**config.mk**
```make
export PLATFORM = sky130hd
export DESIGN_NAME = regfile_mp_flat
export DESIGN_NICKNAME = d
export VERILOG_FILES = /design/src/rtl/regfile_mp_if.sv /design/src/rtl/regfile_mp.sv /design/src/flat_wrapper.sv
export SDC_FILE = /design/constraint.sdc
export NUM_CORES = 2
export LEC_CHECK = 0
export CAP_MARGIN = 10
export CORE_ASPECT_RATIO = 1.25
export CORE_UTILIZATION = 49
export DETAILED_ROUTE_END_ITERATION = 10
export GPL_ROUTABILITY_DRIVEN = 0
export PLACE_DENSITY = 0.64
export REMOVE_ABC_BUFFERS = 1
export SLEW_MARGIN = 30
export SYNTH_ARGS = -nofsm -noshare
export SYNTH_HDL_FRONTEND = slang
export SYNTH_SLANG_ARGS = --single-unit
```
**constraint.sdc**
```tcl
create_clock -name i_clk -period 6.9 [get_ports i_clk]
set_input_delay 1.035 -clock i_clk [delete_from_list [all_inputs] [get_ports i_clk]]
set_output_delay 1.035 -clock i_clk [all_outputs]
set_load 0.02 [all_outputs]
```
**src/rtl/regfile_mp_if.sv**
```systemverilog
// Bus bundle for the multi-port register file. It carries the read, write-back, scoreboard
// and debug signals. The issuing side uses the master modport and the register file uses
// the slave modport.
interface regfile_mp_if #(
    parameter int unsigned DATA_WIDTH = 32,
    parameter int unsigned ADDR_WIDTH = 5,
    parameter int unsigned NUM_RD     = 2,
    parameter int unsigned NUM_WR     = 2
);
    logic                             ready;
    logic [NUM_RD*ADDR_WIDTH-1:0]     rd_addr;
    logic [NUM_RD*DATA_WIDTH-1:0]     rd_data;
    logic [NUM_RD-1:0]                rd_busy;
    logic [NUM_WR-1:0]                wr_en;
    logic [NUM_WR*ADDR_WIDTH-1:0]     wr_addr;
    logic [NUM_WR*DATA_WIDTH-1:0]     wr_data;
    logic                             sb_set;
    logic [ADDR_WIDTH-1:0]            sb_addr;
    logic                             dbg_we;
    logic [ADDR_WIDTH-1:0]            dbg_addr;
    logic [DATA_WIDTH-1:0]            dbg_wdata;
    logic [DATA_WIDTH-1:0]            dbg_rdata;
    logic                             dbg_ack;

    modport master (
        input  ready, rd_data, rd_busy, dbg_rdata, dbg_ack,
        output rd_addr, wr_en, wr_addr, wr_data, sb_set, sb_addr, dbg_we, dbg_addr, dbg_wdata
    );

    modport slave (
        output ready, rd_data, rd_busy, dbg_rdata, dbg_ack,
        input  rd_addr, wr_en, wr_addr, wr_data, sb_set, sb_addr, dbg_we, dbg_addr, dbg_wdata
    );
endinterface

```
**src/rtl/regfile_mp.sv**
```systemverilog
// Multi-port register file with these features:
// - prioritised write-back ports
// - write-through read bypass
// - per-register pending (busy) scoreboard
// - a zeroing sweep after reset
// - a debug access port
module regfile_mp #(
    parameter int unsigned DATA_WIDTH = 32,
    parameter int unsigned ADDR_WIDTH = 5,
    parameter int unsigned NUM_RD     = 2,
    parameter int unsigned NUM_WR     = 2,
    parameter bit          ZERO_REG   = 1'b1,
    parameter bit          BYPASS     = 1'b1
) (
    input  logic         i_clk,
    input  logic         i_rst,
    regfile_mp_if.slave  bus
);
    localparam int unsigned DEPTH = 2 ** ADDR_WIDTH;

    typedef enum logic [0:0] {StInit, StRun} state_e;

    state_e                 r_state, w_state_next;
    logic [ADDR_WIDTH-1:0]  r_clr_cnt, w_clr_cnt_next;
    logic                   r_ready;
    logic                   r_dbg_ack;
    logic [DEPTH-1:0]       r_busy, w_busy_next;
    logic [DATA_WIDTH-1:0]  r_mem [DEPTH];
    logic [NUM_WR-1:0]      w_wq;
    logic                   w_run;
    logic                   w_dbg_acc;

    assign w_run = (r_state == StRun);

    // Sweep sequencing: INIT zeroes one entry per cycle and hands over to RUN after the last entry.
    always_comb begin
        w_state_next   = r_state;
        w_clr_cnt_next = r_clr_cnt;
        unique case (r_state)
            StInit: begin
                w_clr_cnt_next = r_clr_cnt + ADDR_WIDTH'(1);
                if (&r_clr_cnt) begin
                    w_state_next = StRun;
                end
            end
            StRun:   w_state_next = StRun;
            default: w_state_next = StInit;
        endcase
    end

    // Qualified core writes. Writes to entry 0 are discarded when it is hardwired to zero.
    always_comb begin
        w_wq = '0;
        for (int j = 0; j < NUM_WR; j++) begin
            w_wq[j] = w_run && bus.wr_en[j] &&
                      !(ZERO_REG && (bus.wr_addr[j*ADDR_WIDTH +: ADDR_WIDTH] == '0));
        end
    end

    // A debug write only gets through when no core write-back port is active this cycle.
    assign w_dbg_acc = w_run && bus.dbg_we && (bus.wr_en == '0) &&
                       !(ZERO_REG && (bus.dbg_addr == '0));

    // Scoreboard next state: write-back clears the busy bit, and issue sets it (set wins).
    always_comb begin
        w_busy_next = r_busy;
        for (int j = 0; j < NUM_WR; j++) begin
            if (w_wq[j]) begin
                w_busy_next[bus.wr_addr[j*ADDR_WIDTH +: ADDR_WIDTH]] = 1'b0;
            end
        end
        if (w_run && bus.sb_set && !(ZERO_REG && (bus.sb_addr == '0))) begin
            w_busy_next[bus.sb_addr] = 1'b1;
        end
    end

    // Control state with synchronous reset.
    always_ff @(posedge i_clk) begin
        if (i_rst) begin
            r_state   <= StInit;
            r_clr_cnt <= '0;
            r_ready   <= 1'b0;
            r_dbg_ack <= 1'b0;
            r_busy    <= '0;
        end else begin
            r_state   <= w_state_next;
            r_clr_cnt <= w_clr_cnt_next;
            r_ready   <= (w_state_next == StRun);
            r_dbg_ack <= w_dbg_acc;
            r_busy    <= w_busy_next;
        end
    end

    // Storage array. Only the sweep zeroes it, and a higher-index write port overrides lower ones.
    always_ff @(posedge i_clk) begin
        if (!i_rst) begin
            if (r_state == StInit) begin
                r_mem[r_clr_cnt] <= '0;
            end else begin
                if (w_dbg_acc) begin
                    r_mem[bus.dbg_addr] <= bus.dbg_wdata;
                end
                for (int j = 0; j < NUM_WR; j++) begin
                    if (w_wq[j]) begin
                        r_mem[bus.wr_addr[j*ADDR_WIDTH +: ADDR_WIDTH]] <=
                            bus.wr_data[j*DATA_WIDTH +: DATA_WIDTH];
                    end
                end
            end
        end
    end

    // Read ports. The data path forwards same-cycle core writes. Busy is taken from the registered bits only.
    always_comb begin
        bus.rd_data = '0;
        bus.rd_busy = '0;
        for (int i = 0; i < NUM_RD; i++) begin
            if (w_run && !(ZERO_REG && (bus.rd_addr[i*ADDR_WIDTH +: ADDR_WIDTH] == '0))) begin
                bus.rd_data[i*DATA_WIDTH +: DATA_WIDTH] =
                    r_mem[bus.rd_addr[i*ADDR_WIDTH +: ADDR_WIDTH]];
                bus.rd_busy[i] = r_busy[bus.rd_addr[i*ADDR_WIDTH +: ADDR_WIDTH]];
                if (BYPASS) begin
                    for (int j = 0; j < NUM_WR; j++) begin
                        if (w_wq[j] && (bus.wr_addr[j*ADDR_WIDTH +: ADDR_WIDTH] ==
                                        bus.rd_addr[i*ADDR_WIDTH +: ADDR_WIDTH])) begin
                            bus.rd_data[i*DATA_WIDTH +: DATA_WIDTH] =
                                bus.wr_data[j*DATA_WIDTH +: DATA_WIDTH];
                        end
                    end
                end
            end
        end
    end

    assign bus.dbg_rdata = w_run ? r_mem[bus.dbg_addr] : '0;
    assign bus.ready     = r_ready;
    assign bus.dbg_ack   = r_dbg_ack;
endmodule

```
**src/flat_wrapper.sv**
```systemverilog
// flat-port wrapper written by rule: the top's interface ports become plain ports
module regfile_mp_flat 
#(
    parameter int unsigned DATA_WIDTH = 32,
    parameter int unsigned ADDR_WIDTH = 5,
    parameter int unsigned NUM_RD     = 2,
    parameter int unsigned NUM_WR     = 2,
    parameter bit          ZERO_REG   = 1'b1,
    parameter bit          BYPASS     = 1'b1
)
  (i_clk, i_rst, bus_ready, bus_rd_data, bus_rd_busy, bus_dbg_rdata, bus_dbg_ack, bus_rd_addr, bus_wr_en, bus_wr_addr, bus_wr_data, bus_sb_set, bus_sb_addr, bus_dbg_we, bus_dbg_addr, bus_dbg_wdata);
  regfile_mp_if #(.DATA_WIDTH(DATA_WIDTH), .ADDR_WIDTH(ADDR_WIDTH), .NUM_RD(NUM_RD), .NUM_WR(NUM_WR)) bus_i ();
  input  logic i_clk;
  input  logic i_rst;
  output wire logic [$bits(bus_i.ready)-1:0] bus_ready;
  output wire logic [$bits(bus_i.rd_data)-1:0] bus_rd_data;
  output wire logic [$bits(bus_i.rd_busy)-1:0] bus_rd_busy;
  output wire logic [$bits(bus_i.dbg_rdata)-1:0] bus_dbg_rdata;
  output wire logic [$bits(bus_i.dbg_ack)-1:0] bus_dbg_ack;
  input wire logic [$bits(bus_i.rd_addr)-1:0] bus_rd_addr;
  input wire logic [$bits(bus_i.wr_en)-1:0] bus_wr_en;
  input wire logic [$bits(bus_i.wr_addr)-1:0] bus_wr_addr;
  input wire logic [$bits(bus_i.wr_data)-1:0] bus_wr_data;
  input wire logic [$bits(bus_i.sb_set)-1:0] bus_sb_set;
  input wire logic [$bits(bus_i.sb_addr)-1:0] bus_sb_addr;
  input wire logic [$bits(bus_i.dbg_we)-1:0] bus_dbg_we;
  input wire logic [$bits(bus_i.dbg_addr)-1:0] bus_dbg_addr;
  input wire logic [$bits(bus_i.dbg_wdata)-1:0] bus_dbg_wdata;
  assign bus_ready = bus_i.ready;
  assign bus_rd_data = bus_i.rd_data;
  assign bus_rd_busy = bus_i.rd_busy;
  assign bus_dbg_rdata = bus_i.dbg_rdata;
  assign bus_dbg_ack = bus_i.dbg_ack;
  assign bus_i.rd_addr = bus_rd_addr;
  assign bus_i.wr_en = bus_wr_en;
  assign bus_i.wr_addr = bus_wr_addr;
  assign bus_i.wr_data = bus_wr_data;
  assign bus_i.sb_set = bus_sb_set;
  assign bus_i.sb_addr = bus_sb_addr;
  assign bus_i.dbg_we = bus_dbg_we;
  assign bus_i.dbg_addr = bus_dbg_addr;
  assign bus_i.dbg_wdata = bus_dbg_wdata;
  regfile_mp #(.DATA_WIDTH(DATA_WIDTH), .ADDR_WIDTH(ADDR_WIDTH), .NUM_RD(NUM_RD), .NUM_WR(NUM_WR), .ZERO_REG(ZERO_REG), .BYPASS(BYPASS)) u_core (.i_clk(i_clk), .i_rst(i_rst), .bus(bus_i));
endmodule
```
==> out/qor.yml <==
cells_and_area:
  nets: 5806
  drive_gt1_frac: 0.244
  syn2layout_area_growth_pct: 11.7
  final_cells: 7652
  final_area_mm2: 0.0788
  fill_cells: 11500
critical_path:
  worst_path_max_delay_cell: "or4b_4"
  crit_family: "simple AND/OR/NAND/NOR gates"
  reg2regPathDepth: 9
  critPathLaunchType: "input pin"
  crit_arrival_ns: 4.84
  worstSetupStartpoint: "bus_wr_addr[4]"
  cp_max_fo: 35
  timing.rr.end: "u_core.r_mem[19][11]"
  crit_buf_inv: 2
  r2r-start: "u_core.r_state"
  regToRegSetupSlack_ns: 1.88
  cp_slowest_stage_delay_ns: 0.90
  crit_type: "in -> out"
  cp-end-kind: "output port"
  crit_required_ns: 5.86
  path_common_cell: "clkdlybuf4s50_1"
  cp_cell_sequence: "clkdlybuf4s50_1 -> or4_4 -> o21bai_4 -> nor3_4 -> or4b_4 -> a211o_1 -> a31oi_1 -> clkdlybuf4s50_1"
synth:
  ys_async_sr_fraction: 0
  synth-simple-area-share: 0.0842
  syn_avg_cell_area_um2: 12.0
  synth-xor-area-share: 0.00285
  synth_top_area_frac: 0.436
  netlist-cell-type-count: 57
  synth_adder_area_share: 0.000355
  synth.area.top_cells: "edfxtp_1, mux4_2, a21oi_1"
  yosysTopAreaCell: "edfxtp_1"
  synth_top_flop_cell: "edfxtp_1"
  ys_warn_count: 0
  seq_area_frac_synth: 0.447
  synth-seq-cells: 1063
  synth_mux_area_frac: 0.295
  syn_inst: 5872
  synth_top_family_by_area: "multiplexers"
  synth_area_mm2: 0.0706
  synth_compound_area_frac: 0.124
  synth_edf_count: 1024
run_status:
  outcome: "finished clean"
global_routing:
  grt_pass1_wl_mm: 386
  antenna_found_initial: 9
  track_usage: 0.372
  grt_pass1_vias: 53000
  gr-total-overflow: 0
  grt_max_degree: 80
min_path:
  hold-path-endpoint: "u_core.r_busy[22]"
  hold_class: "reg -> reg"
  holdCritStartpoint: "u_core.r_busy[22]"
  holdPathStages: 2
drt:
  drc: 0
  drtIter0Drc: 10100
  vias_per_cell: 7.34
  finalWirelength_mm: 274
  first_pass_iters: 9
  antenna_left: 0
  wl_per_cell_um: 35.8
  vias: 56200
timing:
  slew_headroom: 0.183
  fmax_ghz: 0.170
  tightestPinTransition_ns: 1.22
  period_share: 0.851
  rsz0062_at_grt: "false"
  hold_viol_final: 0
  setup_viol: 0
  finalCriticalPeriod_ns: 5.87
  finalSetupTns_ns: 0
  slew_violations: 0
  clock_skew_ns: 0.0360
pwr:
  ir_worst_vdd_uv: 196
  powerDensity_mw_per_mm2: 187
  leakage_nw: 25.4
floorplanning:
  coreArea_mm2: 0.143
  die_w_um: 341
  initial_core_util: 0.494
  ios: 232
  die_h_um: 426
  num_rows: 155
  die_area_mm2: 0.146
clocking:
  cts_root_buf: "clkbuf_16"
  cts_setup_buffers: 0
  cts_tree: "done"
  clock_latency_ns: 0.75
  cts_buffers: 109
  hold_buffers: 0
  cts_buffer_depth: 3
  ctsResizeCount: 0
  cts.sinks: 1063
  cts.clk_slew.worst_paths_ns: 0.06
  htree_num_levels: 3
flow_run:
  cap_violations: 0
place:
  placed_cell_area_mm2: 0.0752
  post-place-cells: 7444
  io_buffers: 231
  dp_hpwl_mm: 164
[synth_stat cells (all sizes together) (4+ instances only)]
cell type and instances:
a32oi 7, or2 6, nor3 17, dfxtp 39
o21ai 36, xor2 8, nand2 70, or3 4
a22oi 62, nand2b 9, buf 247, and3 7
edfxtp 1024, inv 39, nor2b 167, nand3 7
mux4 842, nor2 1104, mux2i 184, xnor2 15
o22ai 4, a211o 62, a31oi 64, clkbuf 526
a21oi 1075, a211oi 187, o221ai 19
[worst reg2reg max path: cells and delay by family (launching register included)]
kind	cells	cell delay (ns)
compound gates	3	1.85
simple gates	3	1.20
buf+inv	3	0.84
flops	1	0.75
[metrics by stage]
step | setup WS, ns | util | total power [W] | hold WS, ns
global placement | 1.09 | 0.526 | 0.00863 | 0.478
detailed placement | 1.14 | 0.526 | 0.00864 | 0.496
finish | 1.03 | 0.551 | 0.0147 | 0.502
floorplan | 2.14 | - | 0.00777 | 0.454
global route | 1.02 | 0.551 | 0.0150 | 0.515
CTS | 1.13 | 0.551 | 0.0147 | 0.502
[report_power, final]
group	leakage [nW]	switching (W)	internal [W]	total [W]
combinational	15.3	0.000883	0.000611	0.00149
sequential	8.38	0.0000291	0.00701	0.00704
clock	1.75	0.00271	0.00349	0.00620
[routing by layer]
metal | part of all wire | routed length [µm] | track usage | up-vias
met4 | 0.069 | 18900 | 0.231 | 22
li1 | - | - | - | 22400
met2 | 0.46 | 125000 | 0.567 | 4899
met5 | 0.0010 | 287 | 0.00397 | -
met3 | 0.15 | 40300 | 0.111 | 977
met1 | 0.33 | 89800 | 0.467 | 27800
[cells by family after synthesis]
kind of cell | count (synthesis)
fa+ha+maj | 2
mux | 1026
flops | 1063
buf+inv | 812
compound gates | 1531
xor+xnor | 23
simple gates | 1415
[sequential cells by signal (all words and copies together) (netlist names)]
| name | flops |
|---|---|
| u_core.r_mem | 1024 |
| u_core.r_busy | 32 |
| u_core.r_clr_cnt | 5 |
| u_core.r_state | 1 |
| u_core.bus.dbg_ack | 1 |
[cells in the final DEF (no fill, tap or decap), types with 38 or more instances in the layout]
master / Yosys / layout
nor2_1: 1104 / 1101
a21oi_1: 1075 / 1075
edfxtp_1: 1024 / 1024
mux4_2: 842 / 842
clkdlybuf4s50_1: 0 / 212
buf_4: 4 / 191
mux2i_1: 184 / 184
a211oi_1: 187 / 184
nor2b_1: 167 / 165
clkbuf_16: 0 / 112
a31oi_1: 64 / 64
a211o_1: 62 / 62
nand2_1: 70 / 41
buf_12: 0 / 38
dfxtp_1: 39 / 38
[worst max-delay path by stage]
stage / endpoint / slack (ns) / depth (start not counted)
final: bus_rd_data[33] / 1.03 / 8
after global routing: bus_rd_data[20] / 1.02 / 9
after CTS: bus_rd_data[33] / 1.13 / 8
after detailed placement: bus_rd_data[33] / 1.14 / 8
after global placement: bus_rd_data[0] / 1.09 / 9
after floorplan: bus_rd_data[0] / 2.14 / 4
[cell type report]
| cell class | instances | area, µm² | area share |
|---|---|---|---|
| clock inverters | 66 | 718 | 0.00911 |
| flip-flops and latches | 1063 | 31500 | 0.400 |
| inverters | 39 | 148 | 0.00187 |
| diodes | 8 | 20.0 | 0.000254 |
| multi-input cells | 3997 | 36600 | 0.464 |
| clock buffers | 133 | 2880 | 0.0366 |
| repair buffers | 462 | 4560 | 0.0578 |
| well taps | 1884 | 2360 | 0.0299 |
No activity file was read; power rests on OpenSTA's default activity.
